File: src/rtl/pwm_multi_gen.sv
// Multi-channel PWM generator: one shared period counter, per-channel duty/mode
// double-buffered so every change lands on a period boundary.
module pwm_ch #(
    parameter int PERIOD = 5000,
    parameter int CW     = 13,
    parameter int DW     = 8
) (
    input  logic          i_clk,
    input  logic          i_rst,
    input  logic          i_en,
    input  logic          ld_act_i,
    input  logic          ld_pend_i,
    input  logic          sel_in_i,
    input  logic [DW-1:0] duty_i,
    input  logic          mode_i,
    input  logic [CW-1:0] cnt_i,
    output logic          pwm_o
);
    logic [DW-1:0]    pduty_q;
    logic             pmode_q;
    logic [CW-1:0]    alo_q, alo_d;
    logic [CW:0]      ahi_q, ahi_d;
    logic [CW:0]      thr, lo_c;
    logic [CW+DW-1:0] prod;
    logic [DW-1:0]    src_duty;
    logic             src_mode;
    logic             pwm_q;

    // Only the window bounds are kept in the active set; they are all the
    // output compare needs, so duty/mode are folded in at load time.
    always_comb begin
        src_duty = sel_in_i ? duty_i : pduty_q;
        src_mode = sel_in_i ? mode_i : pmode_q;
        prod     = (CW+DW)'(PERIOD) * (CW+DW)'(src_duty);
        thr      = (CW+1)'(prod >> DW);
        lo_c     = ((CW+1)'(PERIOD) - thr) >> 1;
        alo_d    = src_mode ? CW'(lo_c) : '0;
        ahi_d    = {1'b0, alo_d} + thr;
    end

    always_ff @(posedge i_clk or negedge i_rst) begin
        if (!i_rst) begin
            pduty_q <= '0;
            pmode_q <= 1'b0;
            alo_q   <= '0;
            ahi_q   <= '0;
            pwm_q   <= 1'b0;
        end else begin
            if (ld_pend_i) begin
                pduty_q <= duty_i;
                pmode_q <= mode_i;
            end
            if (ld_act_i) begin
                alo_q <= alo_d;
                ahi_q <= ahi_d;
            end
            pwm_q <= i_en && (alo_q <= cnt_i) && ({1'b0, cnt_i} < ahi_q);
        end
    end

    assign pwm_o = pwm_q;
endmodule

module pwm_multi_gen #(
    parameter int CLK_HZ = 100000000,
    parameter int PWM_HZ = 20000,
    parameter int NCH    = 4,
    parameter int DW     = 8
) (
    input  logic              i_clk,
    input  logic              i_rst,
    input  logic              i_en,
    input  logic [NCH*DW-1:0] i_duty,
    input  logic [NCH-1:0]    i_mode,
    input  logic              i_load,
    output logic [NCH-1:0]    o_pwm,
    output logic              o_period,
    output logic              o_pend
);
    localparam int PERIOD = CLK_HZ / PWM_HZ;
    localparam int CW     = $clog2(PERIOD);

    logic [CW-1:0] cnt_q, cnt_d;
    logic          pend_q, pend_d;
    logic          period_q;
    logic          wrap, ld_act, ld_pend;

    assign wrap = i_en && (cnt_q == CW'(PERIOD - 1));

    // A load on the wrap cycle (or while disabled) bypasses the pending set,
    // so fresh input data always beats anything older still waiting.
    always_comb begin
        cnt_d   = '0;
        if (i_en && !wrap) cnt_d = cnt_q + 1'b1;
        ld_act  = (!i_en && i_load) || (wrap && (i_load || pend_q));
        ld_pend = i_en && !wrap && i_load;
        pend_d  = pend_q;
        if (ld_pend)     pend_d = 1'b1;
        else if (ld_act) pend_d = 1'b0;
    end

    always_ff @(posedge i_clk or negedge i_rst) begin
        if (!i_rst) begin
            cnt_q    <= '0;
            pend_q   <= 1'b0;
            period_q <= 1'b0;
        end else begin
            cnt_q    <= cnt_d;
            pend_q   <= pend_d;
            period_q <= wrap;
        end
    end

    for (genvar c = 0; c < NCH; c++) begin : g_ch
        pwm_ch #(.PERIOD(PERIOD), .CW(CW), .DW(DW)) u_ch (
            .i_clk     (i_clk),
            .i_rst     (i_rst),
            .i_en      (i_en),
            .ld_act_i  (ld_act),
            .ld_pend_i (ld_pend),
            .sel_in_i  (i_load),
            .duty_i    (i_duty[c*DW +: DW]),
            .mode_i    (i_mode[c]),
            .cnt_i     (cnt_q),
            .pwm_o     (o_pwm[c])
        );
    end

    assign o_period = period_q;
    assign o_pend   = pend_q;
endmodule

File: config.mk
export PLATFORM = sky130hd
export DESIGN_NAME = pwm_multi_gen
export DESIGN_NICKNAME = d
export VERILOG_FILES = /design/src/rtl/pwm_multi_gen.sv
export SDC_FILE = /design/constraint.sdc
export NUM_CORES = 1
export LEC_CHECK = 0
export CAP_MARGIN = 15
export CORE_MARGIN = 1.5
export CORE_UTILIZATION = 64
export DETAILED_ROUTE_END_ITERATION = 8
export PLACE_DENSITY = 0.79
export SYNTH_ARGS = -nofsm -noshare
export SYNTH_HDL_FRONTEND = slang
export SYNTH_SLANG_ARGS = --single-unit
File: constraint.sdc
create_clock -name i_clk -period 17.4 [get_ports i_clk]
set_clock_uncertainty 0.15 [all_clocks]
set_input_delay 3.48 -clock i_clk [delete_from_list [all_inputs] [get_ports i_clk]]
set_output_delay 3.48 -clock i_clk [all_outputs]
set_load 0.03 [all_outputs]
### Word level (Yosys, flattened, before mapping)

Cells that the tools add are included.

* flip-flop bits (word level): 163
* bits in latches: 0
* bits in writable memories: 0
* ROM bits: 0
* input bits: 40
* output and inout port bits: 6
* logic and storage cells: 78
* memories kept: 0

* add/subtract/negate cells: 9
* $mul: 4
* divide/modulo/power cells: 0
* $lt $le $gt $ge: 8
* eq/ne operators: 1
* shift-type cells: 0
* multiplexer cells: 15
* bitwise gates (word level): 0
* reductions and logical operators: 18

Operators by type and width (number)
* $mul 10x8->18 const A: 4
* $mux 13: 5
* $add 13x13->14: 4
* $lt 13x14->1: 4
* $sub 13x13->14 const A: 4
* $le 13x13->1: 4
* $mux 8: 4
* $add 13x1->13 const B: 1
* $eq 13x13->1 const B: 1
* $logic_and 1x1->1: 13
* $mux 1: 6
* $logic_not 1->1: 2
* $logic_or 1x1->1: 2
* $reduce_bool 2->1: 1

### Longest topological paths before layout

Gate-level depths: netlist of run 1.

* depth in word-level cells: 6
* depth in mapped cells: 30
* gate-level depth less buffers: 26

### Hierarchy

Synthesis of run 1 repeated with hierarchy kept, for this count alone.

* cell total of the unflattened synthesis: 1935
* area total of the unflattened synthesis: 18064.8 µm²

By module, submodules not included
* pwm_ch at g_ch[2].u_ch ...: instances 2, cells an instance 468, area an instance 4389.2 µm², seq. area each 925.9 µm²
* pwm_ch at g_ch[0].u_ch: instances 1, cells an instance 462, area an instance 4307.9 µm², seq. area each 925.9 µm²
* pwm_ch at g_ch[1].u_ch: instances 1, cells an instance 461, area an instance 4215.3 µm², seq. area each 925.9 µm²
* pwm_multi_gen: instances 1, cells an instance 76, area an instance 763.2 µm², seq. area each 375.4 µm²

### Worst setup path after synthesis of run 1

No wires, ideal clock.

* path kind: input port to flip-flop
* from: in i_load
* to: reg g_ch[2].u_ch.ahi_q[11]
* setup time: 0.133 ns
* arrival time: 10.575 ns
* data required time: 17.117 ns
* path slack: 6.542 ns
* cell stages on the path: 28
* path buffers: 4
* path through: clkbuf_1 -> clkbuf_1 -> buf_1 -> clkbuf_1 -> mux2i_1 -> inv_1 -> ha_1 -> ha_1 -> inv_1 -> fa_1 -> fa_1 -> inv_1 -> fa_1 -> a21o_1 -> a21o_1 -> xnor2_1 -> inv_1 -> nor4_1 -> xnor2_1 -> nor2_1 -> ha_1 -> or4_1 -> o221ai_1 -> o21a_1 -> o22ai_1 -> a21oi_1 -> xor2_1 -> o21ai_0

* cells in the longest elaborated chain, start to end: 5
* elaborated cells on any way between the ends: 10
* those cells by class: 2 x add/sub; 1 x mul; 3 x mux; 4 x reduce/logical

RTL lines
* start, declared: RTL line 75 `input logic i_load,`
* $mux 8: RTL line 32 `src_duty = sel_in_i ? duty_i : pduty_q;`
* $mul 10x8->18: RTL line 34 `prod = (CW+DW)'(PERIOD) * (CW+DW)'(src_duty);`
* $sub 13x13->14: RTL line 36 `lo_c = ((CW+1)'(PERIOD) - thr) >> 1;`
* $mux 13 (*): RTL line 37 `alo_d = src_mode ? CW'(lo_c) : '0;`
* net g_ch[2].u_ch.alo_d[6]: RTL line 21 `logic [CW-1:0] alo_q, alo_d;`
* $add 13x13->14 (*): RTL line 38 `ahi_d = {1'b0, alo_d} + thr;`
* end signal, assigned: RTL line 55 `ahi_q <= ahi_d;`
* end, declared: RTL line 22 `logic [CW:0] ahi_q, ahi_d;`

The timed path passes the listed nets; every way through them passes the cells marked *.
A chain may end at the register's enable or synchronous reset.

### Final worst setup path of run 1

Ends and elaborated chain as after synthesis.

==> out/qor.yml, run 1 <==
outcome: "completed"
postCtsSetupRepairBufs: 0
startpoint_type: "input pin"
synth_warnings: 0
die_h_um: 165
final_common_cell: "ha_1"
drive_gt1_share_pct: 6.18
avgRoutedWirePerCell_um: 16.2
h-tree-depth: 4
hold_start: "g_ch[3].u_ch.alo_q[5]"
cp_common_cell: "inv_1"
grt_max_degree: 91
post-route-period-util_pct: 58.1
final_hold_viol_count: 0
worstMarginPinSlew_ps: 1070
postLayoutCellArea_um2: 18000
drtIter0Drc: 720
vias: 13100
max_cap_viol_count: 0
met1_length_um: 16400
cts_tree: "built"
antenna_cells: 0
antenna_found_initial: 0
clock_latency_ps: 440
min_period_ps: 10100
dr.pass1.iters: 6
yosys_register_bits: 163
route.met2.wl_um: 17700
cp_slowest_cell: "buf_4"
cts_root_buf: "clkbuf_16"
cp-startpoint: "i_load"
cts_buffers: 17
ys_types: 72
synthTopCellsByArea: "dfrtp_1 (24%), ha_1 (23%), fa_1 (6.5%), inv_1 (5.3%), nand2_1 (4.2%)"
clock_sinks: 163
endpoint_kind: "flop"
rsz0062_at_grt: "false"
synth_area_um2: 16700
row_count: 58
relSlewSlack_pct: 26.5
synth_nets: 2267
antenna_left: 0
initial_core_util_pct: 65.8
slew_viol_final: 0
track_usage_pct: 28.1
cts_resized: 0
multiInputGateArea_um2: 11500
synthArstFlopShare_pct: 100
numPortBuffers: 45
syn2layout_area_growth_pct: 7.83
fillCellCount: 1977
synth.largest_area_cell: "dfrtp_1"
wl_met3_um: 1410
crit_arrival_ps: 10240
slowest_delay_ps: 570
ys_seq_area_share_pct: 24.4
pin_count: 46
drc: 0
seq_area_um2: 4080
r2r_start: "g_ch[2].u_ch.pduty_q[3]"
core-area_um2: 25400
die_area_um2: 27100
avgSynthCellArea_um2: 8.94
critical_path_class: "in -> reg"
dp_hpwl_um: 28000
routed_wl_um: 36200
dpl_cell_area_um2: 17400
synth_ff_type: "dfrtp_1"
fmax_ghz: 0.0990
cts.path.max_buffers: 2
grt_pass1_vias: 13300
min_path_type: "reg -> reg"
path_clk_slew_ps: 60
globalplace.congestion: 0.822
synth-edff-count: 0
grt_pass1_wl_um: 61200
yosys.area.top_type_share_pct: 24.4
hold_buffers: 0
cp.required_ps: 17540
via_per_inst: 5.83
grt_overflow_total: 0
setup_viol: 0
die-width_um: 165
synth_cells: 1869
setup_tns_ps: 0
final_cell_mix: "ha_1 (304), inv_1 (235), nand2_1 (187), dfrtp_1 (163), nor2_1 (116)"
routed.top_layer: "met4"
cp_max_fo: 45
num-nets-final: 2294
worst max-delay path, delay by kind of cell:
kind / cells / cell delay, ps
adders and majority gates: 6 / 2370
and+or+nand+nor: 3 / 1020
buffers and inverters: 6 / 1030
AOI/OAI and AO/OA: 7 / 1230
muxes: 1 / 380
xor gates and xnor gates: 3 / 690
cells in the mapped netlist (3+ instances only):
cell type / n
fa_1: 54
nand3b_1: 4
or3_1: 13
or4_1: 5
a21o_1: 35
a211oi_1: 11
o21bai_1: 9
o31a_1: 4
nand3_1: 38
nor2_1: 116
nand4_1: 12
o211ai_1: 6
a21boi_0: 4
o311ai_1: 3
and3_1: 12
a31oi_1: 5
dfrtp_1: 163
mux2i_1: 26
a2111oi_0: 5
nand2_1: 188
nor3b_1: 4
or2_2: 7
xor2_1: 42
nand2b_1: 22
nor3_1: 36
buf_4: 4
nor4_1: 10
a21oi_1: 76
inv_1: 235
xnor2_1: 65
o21ai_1: 3
a311oi_1: 8
clkbuf_1: 34
nor2b_1: 22
ha_1: 304
o21ai_0: 107
a41oi_1: 9
o21a_1: 35
o31ai_1: 28
mux2_2: 60
a211o_1: 5
final cells by class:
type,instances,share of cell area (%)
Multi-Input combinational cell,1426,64.1
Sequential cell,163,22.6
Inverter,236,4.92
Timing Repair Buffer,52,2.88
Clock buffer,20,2.54
Tap cell,330,2.29
Clock inverter,12,0.674
state kept, by name, indices dropped and copies added, names as in the netlist:
signal,flops
g_ch.u_ch.pduty_q,32
g_ch.u_ch.pmode_q,4
g_ch.u_ch.alo_q,52
o_period,1
g_ch.u_ch.pwm_o,4
g_ch.u_ch.ahi_q,56
o_pend,1
cnt_q,13
final timing paths:
| kind | to | slack [ps] | cells after the start |
|---|---|---|---|
| setup reg to reg | g_ch[2].u_ch.ahi_q[11] | 10790 | 24 |
| hold / removal | g_ch[3].u_ch.alo_q[5] | 330 | 2 |
| min in group asynchronous | g_ch[2].u_ch.ahi_q[12] | 2960 | 1 |
| hold reg to reg | g_ch[3].u_ch.alo_q[5] | 330 | 2 |
| max in group asynchronous | g_ch[0].u_ch.pduty_q[2] | 12630 | 2 |
| setup / recovery | g_ch[2].u_ch.ahi_q[11] | 7300 | 26 |
metal layers:
| layer | global-route usage, % | vias up |
|---|---|---|
| li1 | - | 6548 |
| met1 | 36.2 | 6203 |
| met2 | 48.9 | 248 |
| met3 | 3.84 | 58 |
| met4 | 8.52 | 0 |
| met5 | 0 | - |
logic make-up after synthesis:
family          Yosys count  synth area share [%]
simple gates            498                  13.8
compound gates          377                  14.8
fa+ha+maj               358                  29.2
buf+inv                 280                  6.59
flops                   163                  24.4
xor+xnor                107                  5.61
mux                      86                  5.60
stage by stage:
stage	hold slack (ps)	std cells	worst slack [ps]	utilization, %
after floorplan	299	1869	6540	-
after global placement	313	2206	7060	68.5
after detailed placement	319	2206	6860	68.5
after CTS	336	2238	7280	70.8
after global routing	348	2239	6730	70.9
final	330	2239	7300	70.9
Power of run 1 is left out: the tool's default activity adds up to more than one toggle a clock period on the data nets, which glitch-free logic cannot reach.
==> run 2: changes to the inputs <==
--- a/config.mk
+++ b/config.mk
@@ -7,9 +7,9 @@
 export LEC_CHECK = 0
 export CAP_MARGIN = 15
 export CORE_MARGIN = 1.5
-export CORE_UTILIZATION = 64
+export CORE_UTILIZATION = 58
 export DETAILED_ROUTE_END_ITERATION = 8
-export PLACE_DENSITY = 0.79
+export PLACE_DENSITY = 0.76
 export SYNTH_ARGS = -nofsm -noshare
 export SYNTH_HDL_FRONTEND = slang
 export SYNTH_SLANG_ARGS = --single-unit
==> constraint.sdc (replaced) <==
create_clock -name i_clk -period 8.86 [get_ports i_clk]
set_clock_uncertainty 0.15 [all_clocks]
set_input_delay 1.772 -clock i_clk [delete_from_list [all_inputs] [get_ports i_clk]]
set_output_delay 1.772 -clock i_clk [all_outputs]
set_load 0.03 [all_outputs]
==> run 2 against run 1 <==
  * Final area is 0.47% higher
  * Critical path depth down 1
  * Largest cell class unchanged
  * Final cell count up 2.3%
  * Non-clock buffer count is 4 higher
==> out/qor.yml, run 2 (synthesis gave the netlist of run 1 again) <==
pin_count: 46
cp_max_fo: 15
antenna_found_initial: 0
die-width_um: 173
grt_overflow_total: 0
cts_buffers: 17
drtIter0Drc: 662
slowest_delay_ps: 540
cp_slowest_cell: "fa_1"
cts_tree: "built"
globalplace.congestion: 0.871
min_period_ps: 8090
initial_core_util_pct: 59.5
clock_latency_ps: 440
cp_common_cell: "inv_1"
post-route-period-util_pct: 91.3
cts_root_buf: "clkbuf_16"
postLayoutCellArea_um2: 18100
hold_buffers: 0
numPortBuffers: 45
avgRoutedWirePerCell_um: 16.0
cp.required_ps: 9000
setup_tns_ps: 0
worstHoldPathCells: 2
routed_wl_um: 36600
num-nets-final: 2298
postCtsSetupRepairBufs: 0
startpoint_type: "input pin"
reg.largest.list: "g_ch.u_ch.ahi_q (56), g_ch.u_ch.alo_q (52), g_ch.u_ch.pduty_q (32)"
path_clk_slew_ps: 70
die_area_um2: 29800
core-area_um2: 28100
max_cap_viol_count: 0
antenna_cells: 0
hold_start: "g_ch[2].u_ch.ahi_q[7]"
grt_pass1_wl_um: 61500
relSlewSlack_pct: 23.6
outcome: "completed"
row_count: 61
dp_hpwl_um: 28100
final_common_cell: "ha_1"
critPathTopFamily: "adder cells"
grt_max_degree: 90
via_per_inst: 5.69
r2r_cells: 24
endpoint_kind: "flop"
crit_arrival_ps: 8220
cts_resized: 0
min_to: "g_ch[2].u_ch.ahi_q[7]"
fmax_ghz: 0.124
track_usage_pct: 24.9
regMostFlops: "g_ch.u_ch.ahi_q"
drive_gt1_share_pct: 6.33
critical_path_class: "in -> reg"
h-tree-depth: 4
slew_viol_final: 0
grt_pass1_vias: 13200
drc: 0
worstMarginPinSlew_ps: 1110
syn2layout_area_growth_pct: 8.34
vias: 13000
final_cell_mix: "ha_1 (304), inv_1 (235), nand2_1 (187), dfrtp_1 (163), nor2_1 (116)"
die_h_um: 173
final_hold_viol_count: 0
clock_sinks: 163
r2r_end: "g_ch[2].u_ch.ahi_q[11]"
min_path_type: "reg -> reg"
r2r_start: "g_ch[2].u_ch.pduty_q[3]"
worst-path-buf-inv: 5
rsz0062_at_grt: "false"
setup_viol: 0
cts.path.max_buffers: 2
antenna_left: 0
dpl_cell_area_um2: 17500
largest_reg_flops: 56
dr.pass1.iters: 5
r2r_setup_slack_ps: 2270
-- run 2: worst min-delay path, cell delays in order, from the launching register on --
cell and delay [ps]:
dfrtp_1 350, nand2_1 50, o21ai_0 60
-- run 2: worst max path at each step --
stage,start,endpoint,slack [ps],cells after the start
2_1_floorplan,i_load,g_ch[2].u_ch.ahi_q[11],10,28
3_3_place_gp,i_load,g_ch[3].u_ch.ahi_q[12],450,25
3_5_place_dp,i_load,g_ch[1].u_ch.ahi_q[13],340,27
4_1_cts,i_load,g_ch[2].u_ch.ahi_q[11],770,25
5_1_grt,i_load,g_ch[2].u_ch.ahi_q[11],220,25
6_report,i_load,g_ch[2].u_ch.ahi_q[11],770,25
-- run 2: per-layer routing --
metal | GRT usage [%] | vias to the layer above | part of all wire, %
met5 | 1.60 | - | 0.19
met4 | 6.88 | 2 | 1.9
met3 | 3.10 | 55 | 3.2
met2 | 44.3 | 204 | 49
met1 | 31.6 | 6215 | 46
li1 | - | 6550 | -
-- run 2: layout make-up --
class | instances | area (um2)
tap | 378 | 473
inverter | 236 | 886
multi-input combinational | 1426 | 11500
timing repair buffer | 56 | 542
fill | 2374 | 9990
clock inverter | 13 | 151
clock buffer | 18 | 429
sequential | 163 | 4080
-- run 2: per-stage QoR --
stage               setup WS [ps]  util [%]  std cells  hold WS (ps)
finish                        775      64.4       2290           335
global route                  222      64.4       2290           353
CTS                           768      64.4       2288           333
detailed placement            344      62.3       2257           321
global placement              448      62.3       2257           312
floorplan                    11.4         -       1869           299
Power of run 2 is left out for the same reason.
